$ cat config.mk
export PLATFORM = sky130hd
export DESIGN_NAME = spi_apb_bridge
export DESIGN_NICKNAME = d
export VERILOG_FILES = /design/src/rtl/spi_apb_bridge.sv
export SDC_FILE = /design/constraint.sdc
export NUM_CORES = 1
export LEC_CHECK = 0
export ABC_AREA = 1
export CAP_MARGIN = 10
export CORE_UTILIZATION = 25
export CTS_CLUSTER_DIAMETER = 40
export DETAILED_ROUTE_END_ITERATION = 10
export DONT_BUFFER_PORTS = 1
export MAX_ROUTING_LAYER = met4
export PLACE_DENSITY = 0.43
export RECOVER_POWER = 25
export SYNTH_ARGS = -nofsm -noshare
export SYNTH_HDL_FRONTEND = slang
export SYNTH_SLANG_ARGS = --single-unit
$ cat constraint.sdc
create_clock -name PCLK -period 2.4 [get_ports PCLK]
set_clock_uncertainty 0.15 [all_clocks]
set_input_delay 0.24 -clock PCLK [delete_from_list [all_inputs] [get_ports PCLK]]
set_output_delay 0.24 -clock PCLK [all_outputs]
set_load 0.05 [all_outputs]
$ cat src/rtl/spi_apb_bridge.sv
// SPI mode-0 slave that decodes 3-byte write / 4-byte read frames and issues one APB transfer per frame.
// The SPI pins are oversampled in the PCLK domain; this is the only master on the APB bus.
module spi_apb_bridge #(
  parameter int SYNC_STAGES = 2
) (
  input  logic       PCLK,
  input  logic       PRESETn,
  input  logic       SPI_SCK,
  input  logic       SPI_CS_N,
  input  logic       SPI_MOSI,
  output logic       SPI_MISO,
  output logic       SPI_MISO_OE,
  output logic       PSEL,
  output logic       PENABLE,
  output logic       PWRITE,
  output logic [7:0] PADDR,
  output logic [7:0] PWDATA,
  input  logic [7:0] PRDATA,
  input  logic       PREADY,
  output logic       BUSY
);

  localparam logic [1:0] ST_IDLE   = 2'd0;
  localparam logic [1:0] ST_SETUP  = 2'd1;
  localparam logic [1:0] ST_ACCESS = 2'd2;

  logic [SYNC_STAGES-1:0] r_sck_sync;
  logic [SYNC_STAGES-1:0] r_cs_sync;
  logic [SYNC_STAGES-1:0] r_mosi_sync;
  logic                   r_sck_d;
  logic                   r_cs_d;
  logic                   r_active;
  logic [5:0]             r_bit_cnt;
  logic [7:0]             r_shift;
  logic                   r_cmd_wr;
  logic [7:0]             r_addr;
  logic [7:0]             r_tx;
  logic [7:0]             r_tx_sh;
  logic                   r_rd_pend;
  logic                   r_rd_done;
  logic                   r_miso;
  logic                   r_miso_oe;
  logic [1:0]             r_state;
  logic                   r_pwrite;
  logic [7:0]             r_paddr;
  logic [7:0]             r_pwdata;

  logic       w_sck;
  logic       w_cs_n;
  logic       w_mosi;
  logic       w_cs_fall;
  logic       w_cs_rise;
  logic       w_rise;
  logic       w_fall;
  logic [5:0] w_cnt_next;
  logic [7:0] w_byte;
  logic       w_req_wr;
  logic       w_req_rd;
  logic       w_start;
  logic       w_rd_ack;
  logic [7:0] w_tx_load;

  always_ff @(posedge PCLK or negedge PRESETn) begin
    if (!PRESETn) begin
      r_sck_sync  <= '0;
      r_cs_sync   <= '1;
      r_mosi_sync <= '0;
      r_sck_d     <= 1'b0;
      r_cs_d      <= 1'b1;
    end else begin
      r_sck_sync  <= {r_sck_sync[SYNC_STAGES-2:0], SPI_SCK};
      r_cs_sync   <= {r_cs_sync[SYNC_STAGES-2:0], SPI_CS_N};
      r_mosi_sync <= {r_mosi_sync[SYNC_STAGES-2:0], SPI_MOSI};
      r_sck_d     <= w_sck;
      r_cs_d      <= w_cs_n;
    end
  end

  assign w_sck      = r_sck_sync[SYNC_STAGES-1];
  assign w_cs_n     = r_cs_sync[SYNC_STAGES-1];
  assign w_mosi     = r_mosi_sync[SYNC_STAGES-1];
  assign w_cs_fall  = ~w_cs_n & r_cs_d;
  assign w_cs_rise  = w_cs_n & ~r_cs_d;
  assign w_rise     = r_active & w_sck & ~r_sck_d;
  assign w_fall     = r_active & ~w_sck & r_sck_d;
  // Saturate so that overlong frames can never re-hit the 16/24 trigger counts.
  assign w_cnt_next = (r_bit_cnt == 6'h3F) ? r_bit_cnt : r_bit_cnt + 6'd1;
  assign w_byte     = {r_shift[6:0], w_mosi};
  assign w_req_wr   = w_rise & (w_cnt_next == 6'd24) & r_cmd_wr;
  assign w_req_rd   = w_rise & (w_cnt_next == 6'd16) & ~r_cmd_wr;
  assign w_start    = (w_req_wr | w_req_rd) & (r_state == ST_IDLE);
  assign w_rd_ack   = (r_state == ST_ACCESS) & PREADY & ~r_pwrite;
  assign w_tx_load  = r_rd_done ? r_tx : 8'hFF;

  always_ff @(posedge PCLK or negedge PRESETn) begin
    if (!PRESETn) begin
      r_active  <= 1'b0;
      r_bit_cnt <= 6'd0;
      r_shift   <= 8'h00;
      r_cmd_wr  <= 1'b0;
      r_addr    <= 8'h00;
      r_tx_sh   <= 8'h00;
      r_miso    <= 1'b0;
      r_miso_oe <= 1'b0;
    end else if (w_cs_fall) begin
      r_active  <= 1'b1;
      r_bit_cnt <= 6'd0;
      r_shift   <= 8'h00;
      r_cmd_wr  <= 1'b0;
      r_miso    <= 1'b0;
      r_miso_oe <= 1'b1;
    end else if (w_cs_rise) begin
      r_active  <= 1'b0;
      r_miso    <= 1'b0;
      r_miso_oe <= 1'b0;
    end else begin
      if (w_rise) begin
        r_shift   <= w_byte;
        r_bit_cnt <= w_cnt_next;
        if (w_cnt_next == 6'd8)  r_cmd_wr <= w_byte[7];
        if (w_cnt_next == 6'd16) r_addr   <= w_byte;
      end
      // Byte 3 of a read: the fall after rise 24 is the late-read cutoff.
      if (w_fall) begin
        if (!r_cmd_wr && r_bit_cnt == 6'd24) begin
          r_miso  <= w_tx_load[7];
          r_tx_sh <= {w_tx_load[6:0], 1'b0};
        end else if (!r_cmd_wr && r_bit_cnt > 6'd24 && r_bit_cnt < 6'd32) begin
          r_miso  <= r_tx_sh[7];
          r_tx_sh <= {r_tx_sh[6:0], 1'b0};
        end else begin
          r_miso  <= 1'b0;
        end
      end
    end
  end

  // A transfer left over from an aborted frame must not count as this frame's read.
  always_ff @(posedge PCLK or negedge PRESETn) begin
    if (!PRESETn) begin
      r_rd_pend <= 1'b0;
      r_rd_done <= 1'b0;
      r_tx      <= 8'h00;
    end else begin
      if (w_rd_ack) r_tx <= PRDATA;
      if (w_cs_fall) begin
        r_rd_pend <= 1'b0;
        r_rd_done <= 1'b0;
      end else if (w_start && w_req_rd) begin
        r_rd_pend <= 1'b1;
        r_rd_done <= 1'b0;
      end else if (w_rd_ack && r_rd_pend) begin
        r_rd_pend <= 1'b0;
        r_rd_done <= 1'b1;
      end
    end
  end

  always_ff @(posedge PCLK or negedge PRESETn) begin
    if (!PRESETn) begin
      r_state  <= ST_IDLE;
      r_pwrite <= 1'b0;
      r_paddr  <= 8'h00;
      r_pwdata <= 8'h00;
    end else begin
      case (r_state)
        ST_IDLE: begin
          if (w_start) begin
            r_state  <= ST_SETUP;
            r_pwrite <= w_req_wr;
            r_paddr  <= w_req_wr ? r_addr : w_byte;
            if (w_req_wr) r_pwdata <= w_byte;
          end
        end
        ST_SETUP:  r_state <= ST_ACCESS;
        ST_ACCESS: if (PREADY) r_state <= ST_IDLE;
        default:   r_state <= ST_IDLE;
      endcase
    end
  end

  assign PSEL        = (r_state != ST_IDLE);
  assign PENABLE     = (r_state == ST_ACCESS);
  assign BUSY        = (r_state != ST_IDLE);
  assign PWRITE      = r_pwrite;
  assign PADDR       = r_paddr;
  assign PWDATA      = r_pwdata;
  assign SPI_MISO    = r_miso;
  assign SPI_MISO_OE = r_miso_oe;

endmodule

## Word level (Yosys, flattened, before mapping)

Index checks and enable logic that the tools add are counted.

| word-level totals | value |
|---|---|
| bits in registers | 69 |
| input bits | 14 |
| output and inout bits | 22 |
| word-level logic and storage cells | 106 |

| operators by class | value |
|---|---|
| $add $sub $neg | 1 |
| $lt $le $gt $ge | 2 |
| eq/ne operators | 10 |
| muxes and demuxes | 31 |
| bitwise logic cells | 22 |
| reductions and logical operators | 21 |

Operators with widths:

| operator | number |
|---|---|
| 8-bit two-way mux | 4 |
| 6-bit two-way mux | 4 |
| 7-bit two-way mux | 3 |
| 6-bit by 5-bit equality test with 1-bit output (second input constant) | 3 |
| 1-bit two-way mux | 17 |
| 1-bit bitwise AND | 13 |
| 2-bit nonzero test | 5 |
| 1-bit NOT | 8 |
| 4-bit AND reduction | 2 |
| 6-bit by 1-bit adder with 6-bit output (second input constant) | 1 |
| 6-bit by 4-bit equality test with 1-bit output (second input constant) | 1 |
| 6-bit equality test (second input constant) | 1 |
| 6-bit by 5-bit greater-than comparator with 1-bit output (second input constant) | 1 |
| 6-bit less-than comparator (second input constant) | 1 |
| 2-bit one-hot mux with 3 select lines | 1 |
| 2-bit AND reduction | 3 |
| 3-bit AND reduction | 2 |
| 3-bit nonzero test | 2 |
| 1-bit logical AND | 5 |
| 2-bit two-way mux | 2 |
| 2-bit != test (second input constant) | 2 |
| 2-bit by 1-bit equality test with 1-bit output (second input constant) | 1 |
| 2-bit equality test (second input constant) | 1 |
| 2-bit logical NOT | 1 |
| other kinds (3) | 3 |

## Longest topological paths before layout

Gate-level depths: netlist of run 1.

| logic depth | value |
|---|---|
| depth in word-level cells | 10 |
| mapped depth | 14 |
| gate-level depth less buffers | 13 |

## Worst setup path after synthesis of run 1

Ideal clock, no wire load.

| timing path | value |
|---|---|
| path kind | register -> register |
| start point | register, netlist name SPI_MISO_OE |
| end point | register r_pwdata[7], in the netlist PWDATA[7] |
| library setup time | 0.120 ns |
| data arrival time | 1.844 ns |
| data required time | 2.130 ns |
| setup slack | 0.287 ns |
| cell stages (with the launch flop) | 9 |
| buffers on the path | 1 |
| period minus slack after synthesis | 2.113 ns |
| path through | dfrtp_1 nand2_1 nor2_1 nand2_1 nor2_4 nand3_4 buf_6 nand2_1 o21ai_2 |

RTL lines:

| item | line | text |
|---|---|---|
| to (signal assigned) | 172 | `if (w_req_wr) r_pwdata <= w_byte;` |
| to (decl) | 46 | `logic [7:0] r_pwdata;` |

## Worst setup path in the final report of run 1

| timing path | value |
|---|---|
| start point | register r_bit_cnt[0] |
| end point | register r_paddr[3], in the netlist PADDR[3] |

| between the ends | value |
|---|---|
| cells in the longest elaborated chain, start to end | 8 |
| elaborated cells between the ends (all ways) | 13 |
| classes of those cells | 1 x add/sub; 3 x eq/ne; 2 x mux; 6 x bitwise; 1 x reduce/logical |

Ends and longest elaborated chain:

| item | line | text |
|---|---|---|
| from (decl) | 33 | `logic [5:0] r_bit_cnt;` |
| from (signal assigned) | 119 | `r_bit_cnt <= w_cnt_next;` |
| 6-bit by 1-bit adder with 6-bit output or 6-bit equality test (tied branches) | 87 | `assign w_cnt_next = (r_bit_cnt == 6'h3F) ? r_bit_cnt : r_bit_cnt + 6'd1;` |
| 6-bit two-way mux (*) | 87 |  |
| 6-bit by 5-bit equality test with 1-bit output (on tied branches) | 89, 90 |  |
| 1-bit bitwise AND (on tied branches) (2 in a row) | 89, 90 |  |
| 1-bit bitwise OR | 91 | `assign w_start = (w_req_wr \| w_req_rd) & (r_state == ST_IDLE);` |
| 1-bit bitwise AND | 91 |  |
| 2-bit AND reduction (no line) | n/a |  |
| to (signal assigned) | 171 | `r_paddr <= w_req_wr ? r_addr : w_byte;` |
| to (decl) | 45 | `logic [7:0] r_paddr;` |

Mark *: on every way between the ends. The rest lies on a longest branch, timed or not.
A chain may end at the register's enable or synchronous reset.

==> impl_results.md, run 1 <==
* Fraction of final layout cells sized beyond drive strength 1 at 0.1605
* Final hold violation count at 0
* Clock tree root buffer cell: sky130_fd_sc_hd__clkbuf_16
* Clk pin slew, worst setup/hold paths at 60 ps
* Final design area excluding fillers at 3845 µm²
* Capturing element type of the critical path: flop
* Static leakage power at 1.828 nW
* Filler Cells Inserted at 1317
* Min Clock Period, post-route at 2176 ps
* Post-synthesis cell area at 3182 µm²
* Setup repair bufs after CTS at 0
* Floorplan die area at 13180 µm²
* Instance area after placement at 3406 µm²
* Number of inserted diodes at 0
* DRT iter0 DRCs at 118
* Post-route DRC at 0
* Port buffer count at 0
* Unique cell type count in the Yosys netlist at 34
* Width of the die at 114.8 µm
* Sequential area share after synthesis at 0.5360
* Hold worst-path end: r_mosi_sync[1]
* RSZ-0062 raised after global routing: false
* Number of global-route vias before repair at 2453
* Cell repeated most along the worst path: sky130_fd_sc_hd__nand2_1
* Register-to-register setup slack at 220 ps
* Total wirelength of the detailed-routed design at 7403 µm
* ANT nets after route at 0
* Worst rel slew slack at 0.3570
* TritonCTS clock tree: yes
* Clock Sinks at 68
* Number of buffers and inverters on the critical path at 1
* Length in cells of the worst reg-to-reg path at 13
* Crit Path Max Fanout at 9
* Floorplan row count at 40
* Worst R2R End: PADDR[3]
* Area of all sequential standard cells at 1705 µm²
* Global-route congestion overflow total at 0
* HP Start: r_mosi_sync[0]
* Power density over cell area at 692.8 nW/µm²
* Clock network latency to the later pin of the worst-skew pair at 330 ps
* Worst voltage drop across the vdd grid at 307.7 µV
* Required time at the endpoint of the critical path at 2460 ps
* Ordered list of cells on the worst path: ha_1, nand2_1, nor2_2, nand2_2, nand2_1, inv_1, nand2_2, nor2_4, nand3_2, nand2_4, nand3_4, nand2_1, nand2_1
* Setup TNS at 0 ps
* Total core area at 12210 µm²
* Crit Path Class: flop to flop
* Total CTS buffers at 9
* Endpoint arrival time on the critical path at 2240 ps
* Post-detailed-placement half-perimeter wirelength at 5092 µm
* Maximum clock frequency at 0.4595 GHz
* Transition time of the tightest slew-check pin at 964.4 ps
* All-layer global routing usage at 0.1302
* Longest individual stage delay on the worst path at 410 ps
* Share of the clock period used by the worst path after layout at 0.9068
* Startpoint of the most critical register-to-register path: r_bit_cnt[0]
* Routed len/inst at 13.51 µm
* Dominant delay contributor by cell family on the critical path: simple AND/OR/NAND/NOR gates
* Clock buffer depth at 2
* Flip-flop and latch count after synthesis at 68
* Max cap viols at 0
* Multi-input gate area at 1276 µm²
* Number of detailed-route iterations in the first pass at 4
* Cts-stage hold buffer count at 14
* Hold Crit Depth at 0
* Outcome: completed
* Effective utilization at floorplan at 0.2606
* Wire length of the first global-routing pass at 12440 µm
* Count of cells resized by post-cts repair at 0
* Nets@finish at 393
* Total of warnings raised by yosys at 0
* Vias after detailed routing at 2371
* Master of the slowest instance on the critical path: sky130_fd_sc_hd__dfrtp_1
* Antenna violations before repair at 0
* Ports at 36
* Largest net degree at the start of global routing at 69
* Syn Area/Cell at 9.143 µm²
* Relative area change from synthesis to final layout at 20.84%
* Setup Viol. Count Final at 0
* Vias per Instance at 4.327
* Critical path launch point type: flop
* Max-slew violation count at 0
* Number of levels in the clock H-tree at 3
* Final weighted congestion of routability-driven global placement at 0.7627
* Die height at 114.8 µm
* Worst min path class: flop to flop
* Nets in the synthesized netlist at 366
* Number of instances in the synthesized netlist at 348
-- layout by cell type (no fill, tap or decap), types with 2 or more instances in the layout --
cell,Yosys,routed
sky130_fd_sc_hd__a21oi_1,3,3
sky130_fd_sc_hd__a31oi_1,7,7
sky130_fd_sc_hd__buf_4,1,10
sky130_fd_sc_hd__clkbuf_16,0,9
sky130_fd_sc_hd__clkinv_1,2,2
sky130_fd_sc_hd__clkinv_4,0,2
sky130_fd_sc_hd__clkinvlp_4,0,2
sky130_fd_sc_hd__dfrtp_1,65,65
sky130_fd_sc_hd__dfstp_2,3,2
sky130_fd_sc_hd__dlygate4sd3_1,0,13
sky130_fd_sc_hd__ha_1,4,4
sky130_fd_sc_hd__inv_1,35,35
sky130_fd_sc_hd__nand2_1,106,106
sky130_fd_sc_hd__nand2_2,6,6
sky130_fd_sc_hd__nand2_4,3,3
sky130_fd_sc_hd__nand3_1,12,12
sky130_fd_sc_hd__nand3_2,5,5
sky130_fd_sc_hd__nand3_4,2,2
sky130_fd_sc_hd__nand4_1,9,9
sky130_fd_sc_hd__nor2_1,20,20
sky130_fd_sc_hd__nor2_2,2,2
sky130_fd_sc_hd__nor2_4,2,2
sky130_fd_sc_hd__o21a_1,8,8
sky130_fd_sc_hd__o21ai_0,17,17
sky130_fd_sc_hd__o21ai_2,9,9
sky130_fd_sc_hd__o22ai_1,12,12
-- metal layers --
layer,part of all wire,track usage
met1,0.46,0.1508
met2,0.48,0.2097
met3,0.043,0.04481
met4,0.016,0.04675
met5,0,-
-- cells by family after synthesis --
kind of cell,count (synthesis),share of synthesized area
simple gates,171,0.2635
compound gates,59,0.1191
flops,68,0.5360
fa+ha+maj,4,0.01573
buf+inv,45,0.06292
xor+xnor,1,0.002753
-- power breakdown --
part / switching [W] / internal (W)
registers: 0.0000187 / 0.00118
logic: 0.0000936 / 0.0000481
clock network: 0.000515 / 0.000809
total: 0.000627 / 0.00204
-- synthesized netlist by cell type --
cell type	instances	area [µm²]
sky130_fd_sc_hd__nor2_4	2	22.52
sky130_fd_sc_hd__nand2_4	3	33.78
sky130_fd_sc_hd__ha_1	4	50.05
sky130_fd_sc_hd__dfstp_2	3	78.83
sky130_fd_sc_hd__nand2_2	6	37.54
sky130_fd_sc_hd__clkbuf_1	3	11.26
sky130_fd_sc_hd__nand3_2	5	50.05
sky130_fd_sc_hd__xnor2_1	1	8.760
sky130_fd_sc_hd__buf_8	1	15.01
sky130_fd_sc_hd__o22ai_1	12	75.07
sky130_fd_sc_hd__o41ai_1	1	8.760
sky130_fd_sc_hd__inv_1	35	131.4
sky130_fd_sc_hd__o21ai_0	17	85.08
sky130_fd_sc_hd__buf_4	1	7.510
sky130_fd_sc_hd__nor4_2	1	12.51
sky130_fd_sc_hd__nor2_8	1	20.02
sky130_fd_sc_hd__nand3_4	2	35.03
sky130_fd_sc_hd__o21a_1	8	60.06
sky130_fd_sc_hd__nor2_2	2	12.51
sky130_fd_sc_hd__buf_2	1	5.000
sky130_fd_sc_hd__o21ai_1	1	5.000
sky130_fd_sc_hd__a31oi_1	7	43.79
sky130_fd_sc_hd__nand4_1	9	56.30
sky130_fd_sc_hd__buf_6	2	22.52
sky130_fd_sc_hd__dfrtp_1	65	1627
sky130_fd_sc_hd__nor2_1	20	75.07
sky130_fd_sc_hd__nand3b_4	1	20.02
sky130_fd_sc_hd__o21ai_2	9	78.83
sky130_fd_sc_hd__nand2_1	106	397.9
sky130_fd_sc_hd__o21bai_1	1	7.510
sky130_fd_sc_hd__nor3_1	1	5.000
sky130_fd_sc_hd__clkinv_1	2	7.510
sky130_fd_sc_hd__nand3_1	12	60.06
sky130_fd_sc_hd__a21oi_1	3	15.01
-- worst max path at each step --
stage                     slack, ps         to         start  cells after the start
final                           220   PADDR[3]  r_bit_cnt[0]                     13
after global routing             60   PADDR[3]  r_bit_cnt[0]                     13
after CTS                       220   PADDR[3]  r_bit_cnt[0]                     13
after detailed placement        270   PADDR[0]  r_bit_cnt[0]                     13
after global placement          300  r_addr[5]  r_bit_cnt[0]                     12
after floorplan                 290  PWDATA[7]   SPI_MISO_OE                      8
-- registers in the layout, indices dropped and copies added, names as in the netlist, 2 cells and up --
name	flops
PADDR	8
PWDATA	8
r_addr	8
r_tx	8
r_shift	7
r_tx_sh	7
r_bit_cnt	6
r_cs_sync	2
r_mosi_sync	2
r_sck_sync	2
r_state	2
-- layout make-up --
| cell class | instances | area share |
|---|---|---|
| sequential | 68 | 0.4435 |
| multi-input combinational | 235 | 0.3319 |
| clock buffer | 9 | 0.05857 |
| timing repair buffer | 24 | 0.05532 |
| tap | 168 | 0.05467 |
| inverter | 37 | 0.03612 |
| clock inverter | 7 | 0.01985 |
-- metrics by stage --
step / power (W) / cells / utilization / setup WS, ps / hold slack (ps)
floorplan: 0.001291 / 348 / - / 286.5 / -205.6
global placement: 0.001321 / 518 / 0.2789 / 303.9 / -200.7
detailed placement: 0.001322 / 518 / 0.2789 / 269.8 / -199.8
CTS: 0.002714 / 548 / 0.3165 / 217.8 / 197.1
global route: 0.002780 / 548 / 0.3149 / 58.15 / 204.0
finish: 0.002664 / 548 / 0.3149 / 223.7 / 197.0
Note: power is estimated with default switching activity, not from simulation.
==> inputs of run 2 (changes only) <==
--- a/config.mk
+++ b/config.mk
@@ -6,13 +6,14 @@
 export NUM_CORES = 1
 export LEC_CHECK = 0
 export ABC_AREA = 1
-export CAP_MARGIN = 10
+export CAP_MARGIN = 20
+export CORE_MARGIN = 2
 export CORE_UTILIZATION = 25
 export CTS_CLUSTER_DIAMETER = 40
 export DETAILED_ROUTE_END_ITERATION = 10
 export DONT_BUFFER_PORTS = 1
 export MAX_ROUTING_LAYER = met4
-export PLACE_DENSITY = 0.43
+export PLACE_DENSITY = 0.45
 export RECOVER_POWER = 25
 export SYNTH_ARGS = -nofsm -noshare
 export SYNTH_HDL_FRONTEND = slang
==> constraint.sdc (replaced) <==
create_clock -name PCLK -period 1.8 [get_ports PCLK]
set_clock_uncertainty 0.15 [all_clocks]
set_input_delay 0.18 -clock PCLK [delete_from_list [all_inputs] [get_ports PCLK]]
set_output_delay 0.18 -clock PCLK [all_outputs]
set_load 0.05 [all_outputs]
==> run 2 against run 1 <==
The run now ends with negative hold slack, negative setup slack left. Non-clock buffer count grew 41. Combinational power grew 68%. Flip-flop and latch count is the same. First-iteration DRC count shrank 1.7%. Register-to-register slack lost 480 ps. Clock-buffer cell count is the same. Critical endpoint is now r_addr[5]. Highest routed layer unchanged.
==> impl_results.md, run 2 (synthesis gave the netlist of run 1 again) <==
* Cts-stage hold buffer count at 12 (-2)
* Total wirelength of the detailed-routed design at 8248 µm (+11%)
* Global-route congestion overflow total at 0 (unchanged)
* Count of placed standard cells in the final layout, fillers left out at 594 (+8.4%)
* Cell total after placement at 551 (+6.4%)
* Area of all sequential standard cells at 1710 µm² (+0.29%)
* Nets@finish at 435 (+11%)
* Total CTS buffers at 9 (unchanged)
* Clock Sinks at 68 (unchanged)
* Width of the die at 116.8 µm (+1.7%)
* Clock tree root buffer cell: sky130_fd_sc_hd__clkbuf_16
* Largest net degree at the start of global routing at 69 (unchanged)
* Total core area at 12520 µm² (+2.5%)
* Crit Path Max Fanout at 8 (-1)
* Most common cell after layout, fill and taps aside: sky130_fd_sc_hd__nand2_1
* Final hold violation count at 68 (+68)
* Ports at 36 (unchanged)
* Reg power frac at 0.443 (-0.007)
* Vias per Instance at 4.391 (+1.5%)
* Cell internal power dissipation at 0.002769 W (+36%)
* Clk pin slew, worst setup/hold paths at 60 ps (about the same)
* Setup TNS at -5543 ps (-5543 ps)
* Violations in the final reports: negative hold slack, negative setup slack
* Number of levels in the clock H-tree at 3 (unchanged)
* Antenna violations before repair at 0 (unchanged)
* Max-slew violation count at 0 (unchanged)
* Worst rel slew slack at 0.6506 (+0.2935)
* Capturing element type of the critical path: flop
* Psw at 0.0008508 W (+36%)
* Fraction of final layout cells sized beyond drive strength 1 at 0.3531 (+0.1926)
* Share of the clock period used by the worst path after layout at 1.141 (+0.2338)
* Clock buffer depth at 2 (unchanged)
* Outcome: complete, but fails checks
* Static leakage power at 2.119 nW (+16%)
* Switching share of power at 0.2350 (-0.0004487)
* Transition time of the tightest slew-check pin at 524.2 ps (-440.3 ps)
* Multi-input gate area at 1525 µm² (+20%)
* Floorplan row count at 41 (+2.5%)
* Clock network latency to the later pin of the worst-skew pair at 330 ps (about the same)
* Final Util at 0.3593 (+0.04440)
* Endpoint arrival time on the critical path at 2120 ps (-120 ps)
* Max cap viols at 0 (unchanged)
* Worst min path class: primary input to asynchronous set/reset pin
* Effective utilization at floorplan at 0.2542 (-0.006355)
* Setup Viol. Count Final at 29 (+29)
* Worst setup path startpoint: r_bit_cnt[0]
* Post-route DRC at 0 (unchanged)
* Combinational share of power at 0.066 (+0.013)
* Crit Path Class: flop to flop
* Top library cells by usage in the layout, fill and taps aside: 89 x sky130_fd_sc_hd__nand2_1, 61 x sky130_fd_sc_hd__dfrtp_1, 44 x sky130_fd_sc_hd__buf_4, 28 x sky130_fd_sc_hd__inv_1, 17 x sky130_fd_sc_hd__nand2_2
* Die height at 116.8 µm (+1.7%)
* Filler Cells Inserted at 1294 (-1.7%)
* Port buffer count at 0 (unchanged)
* Worst voltage drop across the vdd grid at 515.4 µV (+67%)
* Post-detailed-placement half-perimeter wirelength at 5398 µm (+6.0%)
* Maximum clock frequency at 0.4871 GHz (+6.0%)
* Routed len/inst at 13.89 µm (+2.8%)
* DRT iter0 DRCs at 116 (-1.7%)
* TritonCTS clock tree: yes
* Power density over cell area at 805.0 nW/µm² (+16%)
* Floorplan die area at 13650 µm² (+3.5%)
* Startpoint of the most critical register-to-register path: r_bit_cnt[0]
* Share of power burned in the clock network at 0.491 (-0.006)
* Wire length of the first global-routing pass at 13470 µm (+8.3%)
* Hold_ws at -606.1 ps (-803.1 ps)
* Number of global-route vias before repair at 2660 (+8.4%)
* Pre-CTS setup slack at -257.0 ps (-526.8 ps)
* Setup WS post-layout at -253.1 ps (-476.8 ps)
* All-layer global routing usage at 0.1334 (+0.003174)
* ANT nets after route at 0 (unchanged)
* Relative area change from synthesis to final layout at 41.33%
* Number of detailed-route iterations in the first pass at 4 (unchanged)
* Final weighted congestion of routability-driven global placement at 0.7642 (+0.20%)
* Vias after detailed routing at 2608 (+10%)
* Min Clock Period, post-route at 2053 ps (-123.2 ps)
* Required time at the endpoint of the critical path at 1870 ps (-590 ps)
* RSZ-0062 raised after global routing: true
* Critical path launch point type: flop
* Number of inserted diodes at 0 (unchanged)
run 2: cell types whose count changed in the layout (fill, tap and decap cells not counted), sizes merged:
| cell | previous run | this run |
|---|---|---|
| clkinvlp | 2 | 3 |
| dlygate4sd3 | 13 | 12 |
| clkbuf | 10 | 9 |
| buf | 10 | 53 |
| clkinv | 5 | 4 |
| nand3 | 19 | 20 |
run 2: power by group through the flow:
stage / combinational, W / sequential [W] / clock, W
after floorplan: 0.0000942 / 0.00163 / 0
after global placement: 0.000186 / 0.00163 / 0
after detailed placement: 0.000185 / 0.00163 / 0
after CTS: 0.000217 / 0.00160 / 0.00182
after global routing: 0.000262 / 0.00161 / 0.00190
final: 0.000239 / 0.00160 / 0.00178
run 2: repair_timing:
item / CTS / global route
cloned: 2 / 0
endpoints found under the setup margin: 32 / 46
buffers inserted: 5 / 8
gates resized for setup: 12 / 48
pin swaps: 7 / 20
hold endpoints to repair: 80 / 68
run 2: critical path, cell delays in order, from the launching register on:
cell                       delay (ps)
sky130_fd_sc_hd__dfrtp_2          400
sky130_fd_sc_hd__ha_4             190
sky130_fd_sc_hd__nand2_4           70
sky130_fd_sc_hd__nor2_4           150
sky130_fd_sc_hd__nand2_4           90
sky130_fd_sc_hd__nand2_2           70
sky130_fd_sc_hd__nand2_2           60
sky130_fd_sc_hd__nand2_2           80
sky130_fd_sc_hd__nand3b_4         190
sky130_fd_sc_hd__nor2_8            60
sky130_fd_sc_hd__buf_8            140
sky130_fd_sc_hd__buf_4            130
sky130_fd_sc_hd__o21a_1           160
run 2: worst paths after layout:
path | cells after the start | slack [ps] | endpoint
setup / recovery | 12 | -250 | r_addr[5]
hold / removal | 0 | -610 | r_sck_d
setup reg to reg | 12 | -250 | r_addr[5]
hold reg to reg | 0 | 200 | r_sck_sync[1]
max in group asynchronous | 0 | 1930 | r_cs_d
min in group PCLK | 0 | 200 | r_sck_sync[1]
run 2: per-stage QoR:
step	total power, W	instance area, µm²
finish	0.003620	4497
global route	0.003765	4497
CTS	0.003635	4267
detailed placement	0.001813	3742
global placement	0.001811	3742
floorplan	0.001726	3239
run 2: area by class of cell:
class,count,area share
multi-input cells,236,0.3392
repair buffers,65,0.1333
flip-flops and latches,68,0.3804
clock buffers,9,0.05008
well taps,172,0.04786
clock inverters,7,0.01697
inverters,37,0.03228
run 2: metal layers:
metal,wire [µm],global-route usage
met5,0,-
met4,89,0.04314
met3,365,0.04325
met2,4121,0.2150
met1,3672,0.1588
==> inputs of run 3 (changes only) <==
--- a/config.mk
+++ b/config.mk
@@ -13,7 +13,7 @@
 export DETAILED_ROUTE_END_ITERATION = 10
 export DONT_BUFFER_PORTS = 1
 export MAX_ROUTING_LAYER = met4
-export PLACE_DENSITY = 0.45
+export PLACE_DENSITY = 0.43
 export RECOVER_POWER = 25
 export SYNTH_ARGS = -nofsm -noshare
 export SYNTH_HDL_FRONTEND = slang
==> constraint.sdc (replaced) <==
create_clock -name PCLK -period 2 [get_ports PCLK]
set_clock_uncertainty 0.15 [all_clocks]
set_input_delay 0.2 -clock PCLK [delete_from_list [all_inputs] [get_ports PCLK]]
set_output_delay 0.2 -clock PCLK [all_outputs]
set_load 0.05 [all_outputs]
==> run 3 against run 2 <==
The run ends with negative setup slack left. First-iteration DRC count decreased by 61%. Hold slack improved by 810 ps. Sequential share of layout area increased by 0.37 points. Die area unchanged. Flip-flop and latch count unchanged. Global-route usage decreased by 0.59 points. Clock-buffer cell count increased by 2. Sequential power decreased by 10%.
==> impl_results.md, run 3 (synthesis gave the netlist of run 1 again) <==
* Worst voltage drop across the vdd grid at 574.4 µV (+11%)
* Clock network latency to the later pin of the worst-skew pair at 330 ps (about the same)
* Register-to-register setup slack at -50 ps (+210 ps)
* Master of the slowest instance on the critical path: sky130_fd_sc_hd__dfrtp_1
* Most common cell after layout, fill and taps aside: sky130_fd_sc_hd__nand2_1
* Outcome: complete, but fails checks
* Number of buffers and inverters on the critical path at 1 (-1)
* Power density over cell area at 748.0 nW/µm² (-7.1%)
* Area of all sequential standard cells at 1708 µm² (-0.15%)
* Worst R2R End: PADDR[1]
* All-layer global routing usage at 0.1275 (-0.005873)
* Maximum clock frequency at 0.4883 GHz (+0.25%)
* Static leakage power at 2.074 nW (-2.1%)
* Hold Crit Depth at 0
* RSZ-0062 raised after global routing: true
* Vias per Instance at 4.310 (-1.8%)
* Crit Path Max Fanout at 5 (-3)
* HP Start: r_mosi_sync[0]
* Die height at 116.8 µm (unchanged)
* Capturing element type of the critical path: flop
* Min Clock Period, post-route at 2048 ps (-5.097 ps)
* Number of detailed-route iterations in the first pass at 4 (unchanged)
* Nets@finish at 428 (-1.6%)
* Max cap viols at 0 (unchanged)
* Startpoint of the most critical register-to-register path: r_bit_cnt[0]
* Total wirelength of the detailed-routed design at 8082 µm (-2.0%)
* Setup TNS at -310.8 ps (+5232 ps)
* Wire length of the first global-routing pass at 12800 µm (-5.0%)
* Largest net degree at the start of global routing at 69 (unchanged)
* Endpoint arrival time on the critical path at 2120 ps (about the same)
* Floorplan die area at 13650 µm² (unchanged)
* Worst rel slew slack at 0.3676 (-0.2830)
* Ports at 36 (unchanged)
* Global-route congestion overflow total at 0 (unchanged)
* Antenna violations before repair at 0 (unchanged)
* Final hold violation count at 0 (-100%)
* Final weighted congestion of routability-driven global placement at 0.8400 (+9.9%)
* Width of the die at 116.8 µm (unchanged)
* Crit Path Class: flop to flop
* ANT nets after route at 0 (unchanged)
* Share of the clock period used by the worst path after layout at 1.024 (-0.1166)
* Critical path launch point type: flop
* Top library cells by usage in the layout, fill and taps aside: 91 x sky130_fd_sc_hd__nand2_1, 63 x sky130_fd_sc_hd__dfrtp_1, 33 x sky130_fd_sc_hd__buf_4, 31 x sky130_fd_sc_hd__inv_1, 17 x sky130_fd_sc_hd__o21ai_0
* Worst min path class: flop to flop
* Ordered list of cells on the worst path: ha_4, xnor2_1, nand2_2, inv_2, nand2_4, nor2_4, nand3_2, nand2_4, nand3_2, nand2_1, nand2_1
* Transition time of the tightest slew-check pin at 948.6 ps (+424.5 ps)
* Final design area excluding fillers at 4447 µm² (-1.1%)
* Routed len/inst at 13.77 µm (-0.84%)
* Clock Sinks at 68 (unchanged)
* Hold_ws at 201.3 ps (+807.4 ps)
* Clock tree root buffer cell: sky130_fd_sc_hd__clkbuf_16
* Post-route DRC at 0 (unchanged)
* Violations in the final reports: negative setup slack
* Setup Viol. Count Final at 12 (-59%)
* Worst setup path startpoint: r_bit_cnt[0]
* Longest individual stage delay on the worst path at 420 ps (+20 ps)
* Length in cells of the worst reg-to-reg path at 11 (-1)
* Filler Cells Inserted at 1297 (+0.23%)
* Number of global-route vias before repair at 2556 (-3.9%)
* Fraction of final layout cells sized beyond drive strength 1 at 0.3060 (-0.04706)
* Total core area at 12520 µm² (unchanged)
* Effective utilization at floorplan at 0.2542 (unchanged)
* Port buffer count at 0 (unchanged)
* Multi-input gate area at 1494 µm² (-2.1%)
* Pre-CTS setup slack at -56.06 ps (+201.0 ps)
* Clk pin slew, worst setup/hold paths at 60 ps (about the same)
* Dominant delay contributor by cell family on the critical path: simple AND/OR/NAND/NOR gates
* Floorplan row count at 41 (unchanged)
* DRT iter0 DRCs at 45 (-61%)
* Clock buffer depth at 2 (unchanged)
* TritonCTS clock tree: yes
* Post-detailed-placement half-perimeter wirelength at 5181 µm (-4.0%)
* Vias after detailed routing at 2530 (-3.0%)
* Number of inserted diodes at 0 (unchanged)
* Relative area change from synthesis to final layout at 39.76%
* Setup WS post-layout at -48.02 ps (+205.1 ps)
* Number of levels in the clock H-tree at 3 (unchanged)
* Max-slew violation count at 0 (unchanged)
* Total CTS buffers at 9 (unchanged)
* Required time at the endpoint of the critical path at 2070 ps (+200 ps)
* Instance area after placement at 3581 µm² (-4.3%)
* Hold worst-path end: r_mosi_sync[1]
run 3: cell types whose count changed in the layout (fill, tap and decap cells not counted), moves of 3 or more:
cell                      change
sky130_fd_sc_hd__nor2_4       -3
sky130_fd_sc_hd__nand2_2      -9
sky130_fd_sc_hd__inv_2        -4
sky130_fd_sc_hd__buf_4       -11
sky130_fd_sc_hd__nand2_4      +6
sky130_fd_sc_hd__nand3_2      +3
sky130_fd_sc_hd__inv_1        +3
run 3: how the worst max path moves through the flow:
stage | end | slack [ps] | cells past startpoint
finish | PADDR[1] | -50 | 11
global route | PADDR[5] | -170 | 12
CTS | PADDR[5] | -40 | 13
floorplan | PWDATA[7] | 40 | 8
global placement | PADDR[2] | -40 | 13
detailed placement | PADDR[5] | -60 | 13
run 3: power by group:
group          leakage [nW]  total, W  internal [W]  switching [W]
registers             0.911   0.00144       0.00142      0.0000237
logic                  1.01  0.000235      0.000101       0.000134
clock network         0.152   0.00165       0.00103       0.000617
run 3: what timing repair did:
item	in CTS	in global routing
cloned	2	3
endpoints found under the hold margin	80	0
endpoints found under the setup margin	26	30
pin swaps	12	20
hold buffers	14	0
buffers inserted	6	6
gates resized for setup	20	38
run 3: layout make-up:
type                       count  share of cell area
sequential                    68              0.3841
multi-input combinational    236              0.3360
timing repair buffer          58              0.1289
clock buffer                  11             0.05684
tap                          172             0.04840
inverter                      37             0.03236
clock inverter                 5             0.01351
run 3: per-layer routing:
layer,wire length [µm],GRT usage
met3,342,0.03965
met5,0,-
met1,3645,0.1535
met2,3980,0.2031
met4,114,0.04471
run 3: stage by stage:
| stage | total power (W) | cells | utilization |
|---|---|---|---|
| 4_1_cts | 0.003366 | 578 | 0.3378 |
| 2_1_floorplan | 0.001550 | 348 | - |
| 5_1_grt | 0.003450 | 587 | 0.3553 |
| 3_5_place_dp | 0.001610 | 540 | 0.2861 |
| 3_3_place_gp | 0.001612 | 540 | 0.2861 |
| 6_report | 0.003326 | 587 | 0.3553 |
